===== src/rtl/div_pkg.sv =====
// Shared constants, stage payload layout and configuration check for the
// pipelined restoring divider.
package div_pkg;

  localparam int DIV_WIDTH  = 32;
  localparam int DIV_STAGES = 8;

  // Layout of one pipeline slice at the default width; pipe_divider resizes
  // the same fields to its WIDTH parameter.
  typedef struct packed {
    logic                 valid;
    logic [DIV_WIDTH-1:0] a_mag;
    logic [DIV_WIDTH-1:0] b_mag;
    logic [DIV_WIDTH-1:0] q;
    logic [DIV_WIDTH-1:0] r;
    logic                 neg_q;
    logic                 neg_r;
    logic                 dbz;
  } div_payload_t;

  function automatic bit div_cfg_ok(input int width, input int stages);
    return (stages > 0) && (width > 0) && ((width % stages) == 0);
  endfunction

  localparam bit DIV_DEFAULT_CFG_OK = div_cfg_ok(DIV_WIDTH, DIV_STAGES);

endpackage


===== src/rtl/div_stage.sv =====
// Combinational slice of the restoring divider: resolves BITS quotient bits,
// MSB first, starting at quotient bit LSB+BITS-1.
module div_stage #(
  parameter int WIDTH = 32,
  parameter int BITS  = 4,
  parameter int LSB   = 28
) (
  input  logic [BITS-1:0]  a_bits,
  input  logic [WIDTH-1:0] b_mag,
  input  logic [WIDTH-1:0] q_in,
  input  logic [WIDTH-1:0] r_in,
  output logic [WIDTH-1:0] q_out,
  output logic [WIDTH-1:0] r_out
);

  logic [WIDTH:0]   r_work;
  logic [WIDTH-1:0] q_work;

  // The incoming remainder is always below the divisor, so the shifted value
  // fits in WIDTH+1 bits and one conditional subtract restores it.
  always_comb begin
    r_work = {1'b0, r_in};
    q_work = q_in;
    for (int i = BITS - 1; i >= 0; i--) begin
      r_work = {r_work[WIDTH-1:0], a_bits[i]};
      if (r_work >= {1'b0, b_mag}) begin
        r_work            = r_work - {1'b0, b_mag};
        q_work[LSB + i]   = 1'b1;
      end
    end
    q_out = q_work;
    r_out = r_work[WIDTH-1:0];
  end

endmodule


===== src/rtl/pipe_divider.sv =====
// Pipelined divider: STAGES register slices, each fed by one div_stage; sign
// pre-negation sits in front of slice 0 and sign/zero fixup after the last.
module pipe_divider
  import div_pkg::*;
#(
  parameter int WIDTH     = DIV_WIDTH,
  parameter int STAGES    = DIV_STAGES,
  parameter bit SIGNED_EN = 1'b1
) (
  input  logic             clk,
  input  logic             reset,
  input  logic             in_valid,
  output logic             in_ready,
  input  logic [WIDTH-1:0] in_dividend,
  input  logic [WIDTH-1:0] in_divisor,
  input  logic             in_signed,
  output logic             out_valid,
  input  logic             out_ready,
  output logic [WIDTH-1:0] out_quotient,
  output logic [WIDTH-1:0] out_remainder,
  output logic             out_div_by_zero
);

  localparam int BITS = WIDTH / STAGES;

  if (!DIV_DEFAULT_CFG_OK || !div_cfg_ok(WIDTH, STAGES)) begin : g_cfg_check
    $error("pipe_divider: WIDTH must be an integer multiple of STAGES");
  end

  typedef struct packed {
    logic             valid;
    logic [WIDTH-1:0] a_mag;
    logic [WIDTH-1:0] b_mag;
    logic [WIDTH-1:0] q;
    logic [WIDTH-1:0] r;
    logic             neg_q;
    logic             neg_r;
    logic             dbz;
  } stage_t;

  stage_t stage_q [STAGES];
  stage_t stage_d [STAGES];
  stage_t src     [STAGES];
  stage_t in_pkt;
  logic   en;
  logic   op_signed;
  logic   a_neg;
  logic   b_neg;
  logic   b_zero;
  logic [WIDTH-1:0] rem_mag;

  assign en       = !out_valid || out_ready;
  assign in_ready = en;

  always_comb begin
    op_signed    = SIGNED_EN && in_signed;
    a_neg        = op_signed && in_dividend[WIDTH-1];
    b_neg        = op_signed && in_divisor[WIDTH-1];
    b_zero       = (in_divisor == '0);
    in_pkt       = '0;
    in_pkt.valid = in_valid && in_ready;
    in_pkt.a_mag = a_neg ? -in_dividend : in_dividend;
    in_pkt.b_mag = b_neg ? -in_divisor : in_divisor;
    in_pkt.neg_q = (a_neg ^ b_neg) && !b_zero;
    in_pkt.neg_r = a_neg;
    in_pkt.dbz   = b_zero;
  end

  for (genvar k = 0; k < STAGES; k++) begin : g_stage
    logic [WIDTH-1:0] q_next;
    logic [WIDTH-1:0] r_next;

    if (k == 0) begin : g_head
      assign src[k] = in_pkt;
    end else begin : g_body
      assign src[k] = stage_q[k-1];
    end

    div_stage #(
      .WIDTH(WIDTH),
      .BITS (BITS),
      .LSB  (WIDTH - (k + 1) * BITS)
    ) u_div_stage (
      .a_bits(src[k].a_mag[WIDTH-(k+1)*BITS +: BITS]),
      .b_mag (src[k].b_mag),
      .q_in  (src[k].q),
      .r_in  (src[k].r),
      .q_out (q_next),
      .r_out (r_next)
    );

    // Bubbles travel as all-zero payloads so idle slices never carry stale flags.
    assign stage_d[k] = src[k].valid
      ? stage_t'{valid: 1'b1, a_mag: src[k].a_mag, b_mag: src[k].b_mag,
                 q: q_next, r: r_next, neg_q: src[k].neg_q,
                 neg_r: src[k].neg_r, dbz: src[k].dbz}
      : '0;
  end

  always_ff @(posedge clk or posedge reset) begin
    if (reset) begin
      for (int k = 0; k < STAGES; k++) stage_q[k] <= '0;
    end else if (en) begin
      for (int k = 0; k < STAGES; k++) stage_q[k] <= stage_d[k];
    end
  end

  // A zero divisor leaves the dividend magnitude as remainder, so the normal
  // remainder sign fixup already restores the original dividend.
  always_comb begin
    rem_mag         = stage_q[STAGES-1].r;
    out_valid       = stage_q[STAGES-1].valid;
    out_div_by_zero = stage_q[STAGES-1].dbz;
    out_quotient    = stage_q[STAGES-1].dbz ? '1
                    : (stage_q[STAGES-1].neg_q ? -stage_q[STAGES-1].q : stage_q[STAGES-1].q);
    out_remainder   = stage_q[STAGES-1].neg_r ? -rem_mag : rem_mag;
  end

endmodule


===== config.mk =====
export PLATFORM = sky130hd
export DESIGN_NAME = pipe_divider
export DESIGN_NICKNAME = d
export VERILOG_FILES = /design/src/rtl/div_pkg.sv /design/src/rtl/div_stage.sv /design/src/rtl/pipe_divider.sv
export SDC_FILE = /design/constraint.sdc
export NUM_CORES = 2
export LEC_CHECK = 0
export BUFFER_PORTS_ARGS = -buffer_cell sky130_fd_sc_hd__buf_2
export CORE_AREA = 4 4 367 369
export DETAILED_ROUTE_END_ITERATION = 6
export DIE_AREA = 0 0 371 373
export PLACE_DENSITY_LB_ADDON = 0.2
export SETUP_SLACK_MARGIN = 0.5
export SLEW_MARGIN = 20
export SYNTH_ARGS = -nofsm -noshare
export SYNTH_HDL_FRONTEND = slang
export SYNTH_SLANG_ARGS = --single-unit

===== constraint.sdc =====
create_clock -name clk -period 36.1 [get_ports clk]
set_clock_uncertainty 0.05 [all_clocks]
set_input_delay 1.805 -clock clk [delete_from_list [all_inputs] [get_ports clk]]
set_output_delay 1.805 -clock clk [all_outputs]
set_load 0.1 [all_outputs]

**Yosys cells after proc, flatten, opt, wreduce, memory -nomap -nowiden**

Cells that the tools add are included.

- Output and inout port bits: 67
- Bits in registers: 992

- Bitwise gates (word level): 1
- Magnitude comparators: 32
- Reduce and logical (&&, ||, !) cells: 8
- Mux-type cells: 77
- Add/sub/neg operators: 36

Operators by type and width:

| operator | number |
|---|---|
| 32-bit 2-to-1 mux | 37 |
| 132-bit 2-to-1 mux | 8 |
| 33-bit by 32-bit >= comparator with 1-bit output | 31 |
| 32-bit subtractor | 31 |
| 32-bit negation | 4 |
| 1-bit by 32-bit >= comparator with 1-bit output | 1 |
| 32-bit zero test | 1 |
| 1-bit 2-to-1 mux | 32 |
| 1-bit by 32-bit subtractor with 32-bit output | 1 |
| 1-bit logical AND | 4 |
| 1-bit zero test | 2 |
| 1-bit logical OR | 1 |
| 1-bit XOR | 1 |

**Depth between registers and ports, before layout**

- Depth after elaboration: 11
- Depth in mapped cells: 61
- Mapped depth without buffers: 55

**By module**

Synthesis repeated with hierarchy kept, for this count alone.

- Cells, all modules: 13480
- Area total of the unflattened synthesis: 103718.2 um^2

Modules (own cells, without submodules):

| module | area an instance (um^2) | cells an instance | sequential area each (um^2) | times used |
|---|---|---|---|---|
| pipe_divider | 36935.4 | 4163 | 22021.1 | 1 |
| div_stage (g_stage[1].u_div_stage ...) | 8156.6 | 1137 | 0.0 | 4 |
| div_stage (g_stage[0].u_div_stage) | 8634.5 | 1162 | 0.0 | 1 |
| div_stage (g_stage[3].u_div_stage) | 8629.5 | 1244 | 0.0 | 1 |
| div_stage (g_stage[6].u_div_stage) | 8498.2 | 1196 | 0.0 | 1 |
| div_stage (g_stage[7].u_div_stage) | 8394.3 | 1167 | 0.0 | 1 |

**Worst setup path after synthesis**

OpenSTA, ideal clock, no wires.

- Path kind: input port to flip-flop
- From: input port in_dividend[7]
- To: register src[825] (netlist name)
- Slack: 22.382 ns
- Data arrival time: 13.542 ns
- Required time: 35.924 ns
- Stages: 58
- Path buffers: 7
- Cells stage by stage: or3_1 -> nor2_1 -> nand2_1 -> nor3_1 -> nand2_1 -> o21ai_0 -> nand3_1 -> ha_1 -> inv_1 -> clkbuf_1 -> ha_1 -> a31oi_1 -> a21oi_1 -> and4_1 -> nand4_1 -> or4_4 -> clkbuf_1 -> clkbuf_1 -> (+22 left out) -> buf_2 -> buf_2 -> mux2i_1 -> ha_1 -> nor2b_1 -> o211ai_1 -> a21boi_0 -> o211ai_1 -> a21o_1 -> a41o_1 -> o21ai_0 -> o41a_1 -> and4_1 -> nor2_1 -> o211ai_4 -> buf_6 -> and3_1 -> a221o_1

- Longest elaborated chain between the ends: 11
- Elaborated cells on any way between the ends: 15
- Classes of those cells: add/sub: 5; order compare: 4; mux: 6

RTL lines:

| element | RTL line | text |
|---|---|---|
| from (decl) | pipe_divider.sv:14 | `input logic [WIDTH-1:0] in_dividend,` |
| 32-bit negation * | pipe_divider.sv:62 | `in_pkt.a_mag = a_neg ? -in_dividend : in_dividend;` |
| 32-bit 2-to-1 mux * | pipe_divider.sv:62 |  |
| 1-bit by 32-bit subtractor with 32-bit output or 1-bit by 32-bit >= comparator with 1-bit output (tied branches) | div_stage.sv:27, div_stage.sv:26 |  |
| 32-bit 2-to-1 mux | div_stage.sv:26 | `if (r_work >= {1'b0, b_mag}) begin` |
| 32-bit subtractor or 33-bit by 32-bit >= comparator with 1-bit output (tied branches) | div_stage.sv:27, div_stage.sv:26 |  |
| 32-bit 2-to-1 mux | div_stage.sv:26 |  |
| 32-bit subtractor or 33-bit by 32-bit >= comparator with 1-bit output (tied branches) | div_stage.sv:27, div_stage.sv:26 |  |
| 32-bit 2-to-1 mux | div_stage.sv:26 |  |
| 32-bit subtractor or 33-bit by 32-bit >= comparator with 1-bit output (tied branches) | div_stage.sv:27, div_stage.sv:26 |  |
| 32-bit 2-to-1 mux * | div_stage.sv:26 |  |
| 132-bit 2-to-1 mux * | pipe_divider.sv:94 | `? stage_t'{valid: 1'b1, a_mag: src[k].a_mag, b_mag: src[k].b_mag,` |

Mark *: on every way between the ends. The rest lies on a longest branch, timed or not.
A chain may end at the register's enable or synchronous reset.

**Final worst setup path**

- From: register src[68] (netlist name)
- To: register rem_mag[15] (netlist name)

- Longest elaborated chain between the ends: 9
- Elaborated cells on any way between the ends: 13
- Classes of those cells: add/sub: 4; order compare: 4; mux: 5

RTL lines:

| element | RTL line |
|---|---|
| 32-bit subtractor or 33-bit by 32-bit >= comparator with 1-bit output (tied branches) | div_stage.sv:27, div_stage.sv:26 |
| 32-bit 2-to-1 mux | div_stage.sv:26 |
| 32-bit subtractor or 33-bit by 32-bit >= comparator with 1-bit output (tied branches) | div_stage.sv:27, div_stage.sv:26 |
| 32-bit 2-to-1 mux | div_stage.sv:26 |
| 32-bit subtractor or 33-bit by 32-bit >= comparator with 1-bit output (tied branches) | div_stage.sv:27, div_stage.sv:26 |
| 32-bit 2-to-1 mux | div_stage.sv:26 |
| 32-bit subtractor or 33-bit by 32-bit >= comparator with 1-bit output (tied branches) | div_stage.sv:27, div_stage.sv:26 |
| 32-bit 2-to-1 mux * | div_stage.sv:26 |
| 132-bit 2-to-1 mux * | pipe_divider.sv:94 |

Marks and branches as above.

==> flow_summary.ini <==
[synth]
synth_area_leaders = dfrtp_1 21%, ha_1 14%, xnor2_1 6.0%
synthCells = 11700
yosysTopAreaCell = dfrtp_1
ys_seq_elements = 768
synth_nets = 12800
async_flop_share_pct = 100
avgSynthCellArea_um2 = 7.78
synth-edff-count = 0
ys_types = 98
netlist_area_mm2 = 0.0912
synth_top_area_share_pct = 21.1
synth_flop_cell = dfrtp_1
yosysWarnings = 0
ys_seq_area_share_pct = 21.1

[sta]
tightest_slew_ns = 1.30
maxSlewHeadroom_pct = 13.0
rsz0062_at_grt = no
fin_crit_ns = 16.68
slew_viol_final = 0
fin_crit_sh_pct = 46.2
finalSetupViolCount = 0
clock.fmax_mhz = 59.9
hold_viol = 0
finalSetupTns_ns = 0

[placed_design]
io_buffers = 135
place_hpwl_mm = 254
place_inst = 13200
place_congestion = 1.05

[global_routing]
grt_util_all_layers_pct = 46.6
antenna_found_initial = 18
grt_pass1_wl_mm = 514
busiest_layer = met2
grtUsageMet3_pct = 14.4
met2_usage_pct = 68.8
grt_pass1_vias = 90600
grtUsageMet1_pct = 59.6
grt_max_degree = 195
gr-total-overflow = 0

[drt]
first_pass_iters = 7
drtIter0Drc = 13200
num_vias = 95900
wl_per_cell_um = 25.1
drc_errors = 2
wl_mm = 337
viasPerCell = 7.15
ant_nets = 0

[floorplan]
start_util_pct = 69.6
die-area_mm2 = 0.138
die_y_um = 373
io_pins = 136
rows = 133
die_w_um = 371
coreArea_mm2 = 0.131

[setup_path]
cp_slowest_cell = nand2_1
required_ns = 36.64
crit_family = compound AO/OA/AOI/OAI gates
path_buf_inv = 6
arrival_ns = 17.22
crit_path_max_fanout = 51
cp-start-kind = register
critPathMaxStageDelay_ns = 0.89
critPathKind = reg -> reg
cp-end-kind = register

[clock_tree]
cts_buffers = 90
clock_latency_ns = 0.75
cts_hold_buf = 0
clk_pin_slew_ns = 0.06
htree_levels = 3
clockBufferDepth = 3
post_cts_buffers = 0
root_buffer = clkbuf_16
cts_sinks = 768
cts_resized = 0
cts_tree = yes

[final_layout]
final_layout_size_suffix_gt1_share_pct = 7.37
area_delta_synth_final_pct = 5.57
layout.nets = 12700
final_cell_count_no_fill = 13400
final_core_util_pct = 73.5

[worst_hold_path]
hold_class = reg -> reg

[flow_run]
cap_violations = 0

[status]
status = finished, violations left
violations = design-rule violations
## sequential cells by signal, summed over array words and instances, names as in the netlist
name and flops:
rem_mag 32, out_div_by_zero 1, out_valid 1, stage_q 34
src 700
## worst register-to-register path, delay by kind of cell, from the launching register on
kind	cells	cell delay, ns
AO/OA/AOI/OAI	25	8.23
adder cells (fa/ha/maj)	4	1.49
buffers and inverters	6	1.93
flip-flops	1	0.48
multiplexers	3	0.68
AND/OR/NAND/NOR	11	3.70
## through the flow
stage,instance area [µm²],hold WS (ns),setup WS (ns)
after floorplan,91200,0.388,12.69
after global routing,96300,0.441,18.52
after detailed placement,93200,0.406,19.65
final,96300,0.422,19.42
after global placement,93200,0.399,19.65
after CTS,96300,0.423,20.15
## path summary, 6_finish.rpt
check | start | end | slack, ns | depth (start not counted)
max reg2reg | src[68] | rem_mag[15] | 19.42 | 49
min reg2reg | src[591] | src[591] | 0.42 | 2
max | src[68] | rem_mag[15] | 19.42 | 49
max in group asynchronous | reset | src[11] | 31.56 | 5
min | src[591] | src[591] | 0.42 | 2
min in group asynchronous | reset | src[317] | 1.22 | 2
## area by class of cell
| type | instances | area (µm²) |
|---|---|---|
| Timing Repair Buffer | 222 | 1390 |
| Fill cell | 9982 | 34800 |
| Inverter | 597 | 2260 |
| Clock inverter | 58 | 627 |
| Tap cell | 1755 | 2200 |
| Multi-Input combinational cell | 9888 | 68200 |
| Antenna cell | 7 | 17.5 |
| Sequential cell | 768 | 19200 |
| Clock buffer | 110 | 2450 |
## synth_stat cells, types with 139 or more instances
library cell     n
a21oi_1        915
nor2_1         591
dfrtp_1        768
xnor2_1        626
mux2i_1        205
nand3_1        714
clkbuf_1       404
ha_1           998
xor2_1         304
o21ai_0       1020
mux2_2         310
inv_1          597
nand2_1       1324
nand4_1        140
o21a_1         140
nor3_1         218
a21o_1         408
nand2b_1       139
## cells in the final DEF (no fill, tap or decap), types with 52 or more instances in the layout
cell type  Yosys  routed
nand2_1     1324    1321
o21ai_0     1020    1018
ha_1         998     998
a21oi_1      915     913
dfrtp_1      768     762
nand3_1      714     714
xnor2_1      626     625
inv_1        597     595
nor2_1       591     587
a21o_1       408     408
mux2_2       310     310
xor2_1       304     304
nor3_1       218     217
mux2i_1      205     202
o21a_1       140     140
nand4_1      140     140
nand2b_1     139     139
buf_2         10     135
nor2b_1      135     134
o21bai_1     127     126
and3_1       106     106
a211oi_1     103     102
a31oi_1       95      95
clkbuf_16      0      92
or3_1         86      86
buf_4          1      83
o31ai_1       78      77
and2_1        71      70
o211ai_1      69      69
o22ai_1       55      55
a32oi_1       52      52
## per-layer routing
| metal | share of wire, % | vias to the layer above |
|---|---|---|
| met2 | 42 | 6420 |
| li1 | - | 42700 |
| met5 | 0.020 | - |
| met4 | 7.5 | 12 |
| met3 | 13 | 1647 |
| met1 | 38 | 45100 |
## cell families (layout without fill, tap and decap cells)
kind of cell / count (synthesis) / after routing / synth area share (%)
AO/OA/AOI/OAI: 3655 / 3655 / 25.5
buffers and inverters: 1065 / 987 / 4.45
flip-flops: 768 / 768 / 21.1
AND/OR/NAND/NOR: 3757 / 3757 / 19.5
XOR/XNOR: 931 / 931 / 8.94
multiplexers: 516 / 516 / 6.09
other: 0 / 7 / 0
adder cells (fa/ha/maj): 1029 / 1029 / 14.4
Power is left out: the tool's default activity adds up to more than one toggle a clock period on the data nets, which glitch-free logic cannot reach.
